$ cat src/rtl/cla_adder.sv
// cla_adder: registered 32-bit three-level carry-lookahead adder, o/cout = a + b.
// Define CLA_INREG_EN to register a/b first (2-cycle latency instead of 1).
module cla_adder (
  output logic [31:0] o,
  output logic        cout,
  input  logic [31:0] a,
  input  logic [31:0] b,
  input  logic        clk,
  input  logic        rst_n
);
  function automatic logic [3:0] carries(input logic [3:0] g, input logic [3:0] p, input logic ci);
    carries[0] = ci;
    carries[1] = g[0] | p[0] & ci;
    carries[2] = g[1] | p[1] & g[0] | p[1] & p[0] & ci;
    carries[3] = g[2] | p[2] & g[1] | p[2] & p[1] & g[0] | p[2] & p[1] & p[0] & ci;
  endfunction

  function automatic logic group_g(input logic [3:0] g, input logic [3:0] p);
    return g[3] | p[3] & g[2] | p[3] & p[2] & g[1] | p[3] & p[2] & p[1] & g[0];
  endfunction

  logic [31:0] x, y, g, p, c;
  logic [7:0]  bg, bp, bc;
  logic [1:0]  sg, sp, sc;
  logic        c0, co;

`ifdef CLA_INREG_EN
  always_ff @(posedge clk or negedge rst_n)
    if (!rst_n) begin
      x <= '0;
      y <= '0;
    end else begin
      x <= a;
      y <= b;
    end
`else
  assign x = a;
  assign y = b;
`endif

  assign g = x & y;
  assign p = x ^ y;

  for (genvar i = 0; i < 8; i++) begin : l1
    assign c[4*i +: 4] = carries(g[4*i +: 4], p[4*i +: 4], bc[i]);
    assign bg[i] = group_g(g[4*i +: 4], p[4*i +: 4]);
    assign bp[i] = &p[4*i +: 4];
  end

  // Each 16-bit section feeds all four of its block carry-ins, so nothing ripples between blocks.
  for (genvar i = 0; i < 2; i++) begin : l2
    assign bc[4*i +: 4] = carries(bg[4*i +: 4], bp[4*i +: 4], sc[i]);
    assign sg[i] = group_g(bg[4*i +: 4], bp[4*i +: 4]);
    assign sp[i] = &bp[4*i +: 4];
  end

  assign c0 = 1'b0;
  assign sc = {sg[0] | sp[0] & c0, c0};
  assign co = sg[1] | sp[1] & sg[0] | sp[1] & sp[0] & c0;

  always_ff @(posedge clk or negedge rst_n)
    if (!rst_n) {cout, o} <= '0;
    else {cout, o} <= {co, p ^ c};
endmodule

$ cat config.mk
export PLATFORM = sky130hd
export DESIGN_NAME = cla_adder
export DESIGN_NICKNAME = d
export VERILOG_FILES = /design/src/rtl/cla_adder.sv
export SDC_FILE = /design/constraint.sdc
export NUM_CORES = 1
export LEC_CHECK = 0
export CAP_MARGIN = 20
export CORE_ASPECT_RATIO = 1.4
export CORE_MARGIN = 2
export CORE_UTILIZATION = 45
export CTS_CLUSTER_DIAMETER = 40
export DETAILED_ROUTE_END_ITERATION = 7
export PLACE_DENSITY = 0.92
export SKIP_LAST_GASP = 1
export SLEW_MARGIN = 0
export SYNTH_ARGS = -nofsm -noshare
export SYNTH_HDL_FRONTEND = slang
export SYNTH_SLANG_ARGS = --single-unit
$ cat constraint.sdc
create_clock -name clk -period 0.8 [get_ports clk]
set_clock_uncertainty 0.05 [all_clocks]
set_input_delay 0.16 -clock clk [delete_from_list [all_inputs] [get_ports clk]]
set_output_delay 0.16 -clock clk [all_outputs]
set_load 0.02 [all_outputs]
==> flow_summary.ini, run 1 <==
[status]
status = aborted with a tool error
error = [ERROR DPL-0033] detailed placement checks failed during check placement.
haltStage = 4_1_cts

[clock_tree]
cts_root_buf = clkbuf_8
cts.sinks = 33
cts_hold_buf = 0
clock_path_buffers = 2
postCtsSetupRepairBufs = 18
cts_buffers = 5
cts-htree-levels = 2
post_cts_resized = 416

[die]
placementRows = 29
io_pins = 99
fp.dieH_um = 86.1
die_x_um = 62.7
initial_core_util_pct = 47.4

[place]
gp_congestion = 0.818
place_area_um2 = 3930
io_buffers = 98
dp_hpwl_um = 6130

[logic_synthesis]
ys_types = 36
synth_edf_count = 0
syn_inst = 196
ys_async_sr_fraction_pct = 100
ys_seq_area_share_pct = 38.1
synth_nets = 302
ys_ff_latch = 33
yosys_most_used_dff = dfrtp_1
avgSynthCellArea_um2 = 11.1
synth_area_um2 = 2170
ys_warn_count = 0
-- cell usage after synthesis (2+ instances only) --
library cell   n  area share, %
nand2_1       14            2.4
ha_1          32             18
o21a_1         2           0.69
and3_1         2           0.58
nand3_1        5            1.2
inv_1         10            1.7
nor2_1         3           0.52
xnor2_1        7            2.8
dfrtp_1       33             38
a31oi_1        2           0.58
nand4_1        3           0.87
o21ai_1        3           0.69
nor2b_1        2           0.58
o21ai_0        8            1.8
a211o_1        2           0.81
or3_1          2           0.58
a21oi_1       23            5.3
fa_1           8            7.4
a21o_1         5            1.7
xor2_1        14            5.7
-- stage by stage --
stage               utilization [%]  setup slack, ns  cells
global placement               86.0            -1.73    416
detailed placement             86.0            -1.87    416
floorplan                         -            -1.16    196
-- cells by family after synthesis --
kind of cell	count (synthesis)	share of synthesized area (%)
AO/OA/AOI/OAI	55	16.8
buffers and inverters	10	1.73
AND/OR/NAND/NOR	37	9.06
flip-flops	33	38.1
XOR/XNOR	21	8.48
adder cells (fa/ha/maj)	40	25.9
==> run 2: changes to the inputs <==
--- a/config.mk
+++ b/config.mk
@@ -6,12 +6,10 @@
 export NUM_CORES = 1
 export LEC_CHECK = 0
 export CAP_MARGIN = 20
-export CORE_ASPECT_RATIO = 1.4
 export CORE_MARGIN = 2
-export CORE_UTILIZATION = 45
-export CTS_CLUSTER_DIAMETER = 40
+export CORE_UTILIZATION = 39
 export DETAILED_ROUTE_END_ITERATION = 7
-export PLACE_DENSITY = 0.92
+export PLACE_DENSITY_LB_ADDON = 0.15
 export SKIP_LAST_GASP = 1
 export SLEW_MARGIN = 0
 export SYNTH_ARGS = -nofsm -noshare
==> flow_summary.ini, run 2 <==
[status]
status = complete, but fails checks
violations = setup timing

[sta]
holdWs_ns = 0.0458
slew_headroom_pct = 81.6
rsz0062_at_grt = true
hold_viol = 0
worstMarginPinSlew_ns = 0.275
worst_slack_ns = -1.07
finalSetupViolCount = 65
fmax_mhz = 535
slew_violations = 0
finalCriticalPeriod_ns = 1.87
min_period_over_period_pct = 234

[logic_synthesis]
synth_nets = 302
syn_inst = 196
yosysTopAreaCell = dfrtp_1
ys_warn_count = 0
ys_async_sr_fraction_pct = 100
yosysMostFrequentCell = dfrtp_1
synth_top_area_share_pct = 38.1
yosys_most_used_dff = dfrtp_1
avgSynthCellArea_um2 = 11.1
synth_area_um2 = 2170
synthTopCellsByCount = 33 x dfrtp_1, 32 x ha_1, 23 x a21oi_1
ys_seq_area_share_pct = 38.1
synth_edf_count = 0
ys_types = 36
synth_area_leaders = dfrtp_1 38%, ha_1 18%, fa_1 7.4%
ys_ff_latch = 33

[worst_setup_path]
cp.arrival_ns = 1.99
end_kind = flop
cp_slowest_cell = fa_2
path_max_fanout = 3
cp-start-kind = primary input
path_common_cell = a41oi_2
crit_chain = buf_8 -> ha_4 -> a41oi_2 -> o21ai_2 -> buf_4 -> a41oi_2 -> a31oi_2 -> a21o_1 -> fa_2 -> xor2_1
path_class = in2reg
worst_path_largest_cell_delay_ns = 0.36
required_ns = 0.92

[pwr]
ir_drop_mv = 1.22
powerDensity_nw_per_um2 = 1580
p_leak_nw = 2.03

[place]
dp_slack_ns = -1.78
dp_hpwl_um = 4650
post-place-cells = 429
gp_congestion = 0.844
place_area_um2 = 3960
io_buffers = 98

[clock_tree]
cts_root_buf = clkbuf_8
clk_pin_slew_ns = 0.07
cts_tree = yes
cts-htree-levels = 2
clock_path_buffers = 2
cts.sinks = 33
cts_buffers = 5

[layout]
layout.cells.most_common = buf_4
fill_cells = 324
drive_gt1_share_pct = 63.4
design_area_um2 = 4450
finish.utilization_pct = 81.8
antennaDiodeCount = 0
fin_cells = 454
area_delta_synth_final_pct = 105
nets = 487
largest_reg_flops = 32
final_cell_mix = 75 x buf_4, 53 x buf_6, 33 x dfrtp_1

[worst_hold_path]
hp-class = in2reg

[routing]
vias = 2226
ant_nets = 0
drtIter0Drc = 39
drc = 0
routed_via_density = 4.90
wire_per_inst_um = 14.8
drt_pass1_iterations = 4
wirelength_um = 6730

[run]
drv_cap = 0

[global_route]
antenna_found_initial = 0
grt_use_total_pct = 22.4
grt_max_degree = 34
first_global_vias = 2454
overflow = 0
grt_pass1_wl_um = 11000

[die]
core_region_area_um2 = 5440
dieArea_um2 = 6170
fp.dieH_um = 78.6
initial_core_util_pct = 39.9
die_x_um = 78.6
io_pins = 99
placementRows = 27
[run 2: critical path: cells and delay by family]
family	cells	cell delay (ns)
buf+inv	2	0.25
xor+xnor	1	0.14
compound gates	5	0.85
fa+ha+maj	2	0.59
[run 2: repair_timing]
action / CTS / global route
buffers inserted: 14 / 9
endpoints found under the setup margin: 65 / 65
hold buffers: 1 / 0
endpoints found under the hold margin: 33 / 0
pin swaps: 78 / 60
resized for setup: 428 / 36
[run 2: routing by layer]
metal	routed length (um)	GRT usage (%)
met1	2680	26.6
met2	3740	42.0
met3	263	3.33
met4	48	5.26
met5	0	0
[run 2: area by class of cell]
class	count	area, um^2	area share, %
Inverter	10	37.5	0.843
Timing Repair Buffer	178	1550	34.8
Clock inverter	2	10.0	0.225
Tap cell	72	90.1	2.02
Clock buffer	6	72.6	1.63
Multi-Input combinational cell	153	1870	41.9
Sequential cell	33	826	18.5
[run 2: final timing paths]
path	start	to	slack [ns]	cells past startpoint
worst max-delay path	a[1]	o[13]	-1.07	10
worst min-delay path	b[0]	o[0]	0.05	2
min in group asynchronous	rst_n	o[24]	0.32	3
max in group asynchronous	rst_n	o[0]	0.19	3
[run 2: kinds of logic (layout without fill, tap and decap cells)]
logic type               after synthesis  in the layout  synth area share (%)
AO/OA/AOI/OAI                         55             55                  16.8
XOR/XNOR                              21             21                  8.48
adder cells (fa/ha/maj)               40             40                  25.9
buffers and inverters                 10            196                  1.73
flip-flops                            33             33                  38.1
AND/OR/NAND/NOR                       37             37                  9.06
[run 2: through the flow]
step                      TNS, ns  power, mW
after floorplan            -25.15       3.57
after global placement     -56.86       5.22
after detailed placement   -57.54       5.29
after CTS                  -30.86       6.93
after global routing       -34.32       7.47
final                      -31.81       7.06
[run 2: power breakdown]
part | leakage (nW) | total (mW) | internal (mW) | switching (mW)
Sequential | 0.384 | 2.19 | 2.02 | 0.174
Combinational | 1.60 | 3.63 | 1.99 | 1.64
Clock | 0.0450 | 1.23 | 0.603 | 0.631
No activity file was read; power rests on OpenSTA's default activity.
==> run 3: changes to the inputs <==
--- a/config.mk
+++ b/config.mk
@@ -5,9 +5,10 @@
 export SDC_FILE = /design/constraint.sdc
 export NUM_CORES = 1
 export LEC_CHECK = 0
+export ABC_CLOCK_PERIOD_IN_PS = 800
 export CAP_MARGIN = 20
 export CORE_MARGIN = 2
-export CORE_UTILIZATION = 39
+export CORE_UTILIZATION = 40
 export DETAILED_ROUTE_END_ITERATION = 7
 export PLACE_DENSITY_LB_ADDON = 0.15
 export SKIP_LAST_GASP = 1
==> flow_summary.ini, run 3 (same netlist as run 2, synthesis figures left out) <==
[pwr]
sw_frac_of_total_pct = 35.5
p_clk_share_pct = 17.9
pwr-share-comb_pct = 52.0
p_sw_mw = 2.61
p_leak_nw = 2.05
ir_drop_mv = 0.925
p_int_mw = 4.74
fin_total_pwr_mw = 7.35
seq_power_share_pct = 30.1
powerDensity_nw_per_um2 = 1620

[place]
gp_congestion = 0.846
dp_hpwl_um = 5190
place_area_um2 = 3930
io_buffers = 98
post-place-cells = 423

[sta]
hold_viol = 0
worstMarginPinSlew_ns = 0.383
finalSetupViolCount = 65
slew_headroom_pct = 74.4
min_period_over_period_pct = 248
slew_violations = 0
worst_slack_ns = -1.18
fmax_mhz = 504
finalCriticalPeriod_ns = 1.98
rsz0062_at_grt = true

[status]
violations = setup timing
status = complete, but fails checks

[routing]
drc = 0
vias = 2328
wirelength_um = 8220
drtIter0Drc = 85
routed_via_density = 5.21
wire_per_inst_um = 18.4
ant_nets = 0
drt_pass1_iterations = 4

[global_route]
overflow = 0
grt_use_total_pct = 26.2
antenna_found_initial = 1
grt_max_degree = 34
first_global_vias = 2595
grt_pass1_wl_um = 12400

[die]
core_region_area_um2 = 5170
io_pins = 99
dieArea_um2 = 6030
fp.dieH_um = 77.6
placementRows = 26
initial_core_util_pct = 41.9
die_x_um = 77.6

[layout]
design_area_um2 = 4530
drive_gt1_share_pct = 62.0
layout.cells.most_common = buf_4
largest_reg_flops = 32
area_delta_synth_final_pct = 109
nets = 482
fin_cells = 447
fill_cells = 228
final_cell_mix = 68 x buf_4, 53 x buf_6, 33 x dfrtp_1

[worst_hold_path]
min_path_cells = 2
holdPathEnd = o[0]
hp-class = in2reg
worstHoldStart = a[0]

[worst_setup_path]
cp-start-kind = primary input
path_max_fanout = 4
end_kind = flop
cp.arrival_ns = 2.10
required_ns = 0.92
path_class = in2reg

[clock_tree]
clock_path_buffers = 2
cts.sinks = 33
cts-htree-levels = 2
cts_tree = yes
cts_root_buf = clkbuf_8
clk_pin_slew_ns = 0.07
cts_buffers = 5

[run]
drv_cap = 0
run 3: changes by cell type in the layout (fill, tap and decap cells not counted), sizes merged:
cell           delta
clkdlybuf4s15     +1
dlygate4sd3       -1
clkbuf            -6
clkinv            -2
clkdlybuf4s50     +4
dlymetal6s2s      +3
diode             +1
dlygate4sd2       +2
buf               -7
run 3: how the worst max path moves through the flow:
| stage | from | endpoint | slack (ns) | cells after the start |
|---|---|---|---|---|
| 3_5_place_dp | a[1] | o[25] | -1.83 | 10 |
| 3_3_place_gp | a[1] | o[25] | -1.75 | 10 |
| 4_1_cts | a[5] | o[28] | -1.10 | 9 |
| 5_1_grt | a[19] | o[31] | -1.23 | 10 |
| 6_report | a[17] | cout | -1.18 | 11 |
| 2_1_floorplan | a[17] | o[25] | -1.16 | 9 |
run 3: metal layers:
layer | up-vias | global-route usage, % | part of all wire (%)
met2 | 91 | 50.2 | 56
met3 | 24 | 3.49 | 4.2
met1 | 1144 | 29.8 | 37
met5 | - | 0 | 0
met4 | 0 | 8.04 | 3.0
li1 | 1069 | - | -
run 3: power by group through the flow:
stage	combinational (mW)	clock [mW]	sequential [mW]
finish	3.82	1.31	2.21
global placement	3.06	0	2.14
global route	4.07	1.40	2.24
detailed placement	3.17	0	2.15
floorplan	0.963	0	2.61
CTS	3.56	1.31	2.20
run 3: repair_timing:
item | in CTS | in global routing
setup endpoints to repair | 65 | 65
hold buffers | 0 | 0
setup buffers | 18 | 5
pin swaps | 73 | 30
gates resized for setup | 418 | 31
run 3: critical path: stages:
cell and delay (ns):
dlygate4sd2_1 0.26, ha_4 0.23, a21oi_4 0.15, o21a_1 0.18, o21a_1 0.21, a31oi_4 0.08
buf_6 0.15, nand4_1 0.14, buf_4 0.16, a21oi_4 0.04, or3_1 0.33
run 3: cell type report:
class | count | area, um^2 | area share (%)
Clock buffer | 7 | 86.3 | 1.91
Antenna cell | 1 | 2.50 | 0.0553
Timing Repair Buffer | 173 | 1550 | 34.2
Sequential cell | 33 | 826 | 18.2
Multi-Input combinational cell | 153 | 1940 | 42.9
Inverter | 10 | 37.5 | 0.829
Tap cell | 70 | 87.6 | 1.93
run 3: stage by stage:
step                hold WS, ns  TNS (ns)  util (%)  worst slack (ns)
floorplan                -0.186    -25.15         -             -1.16
finish                   0.0366    -33.04      87.5             -1.18
detailed placement        0.519    -59.69      76.1             -1.83
global placement          0.505    -57.57      76.1             -1.75
CTS                      0.0317    -31.67      84.2             -1.10
global route             0.0262    -35.66      87.5             -1.23
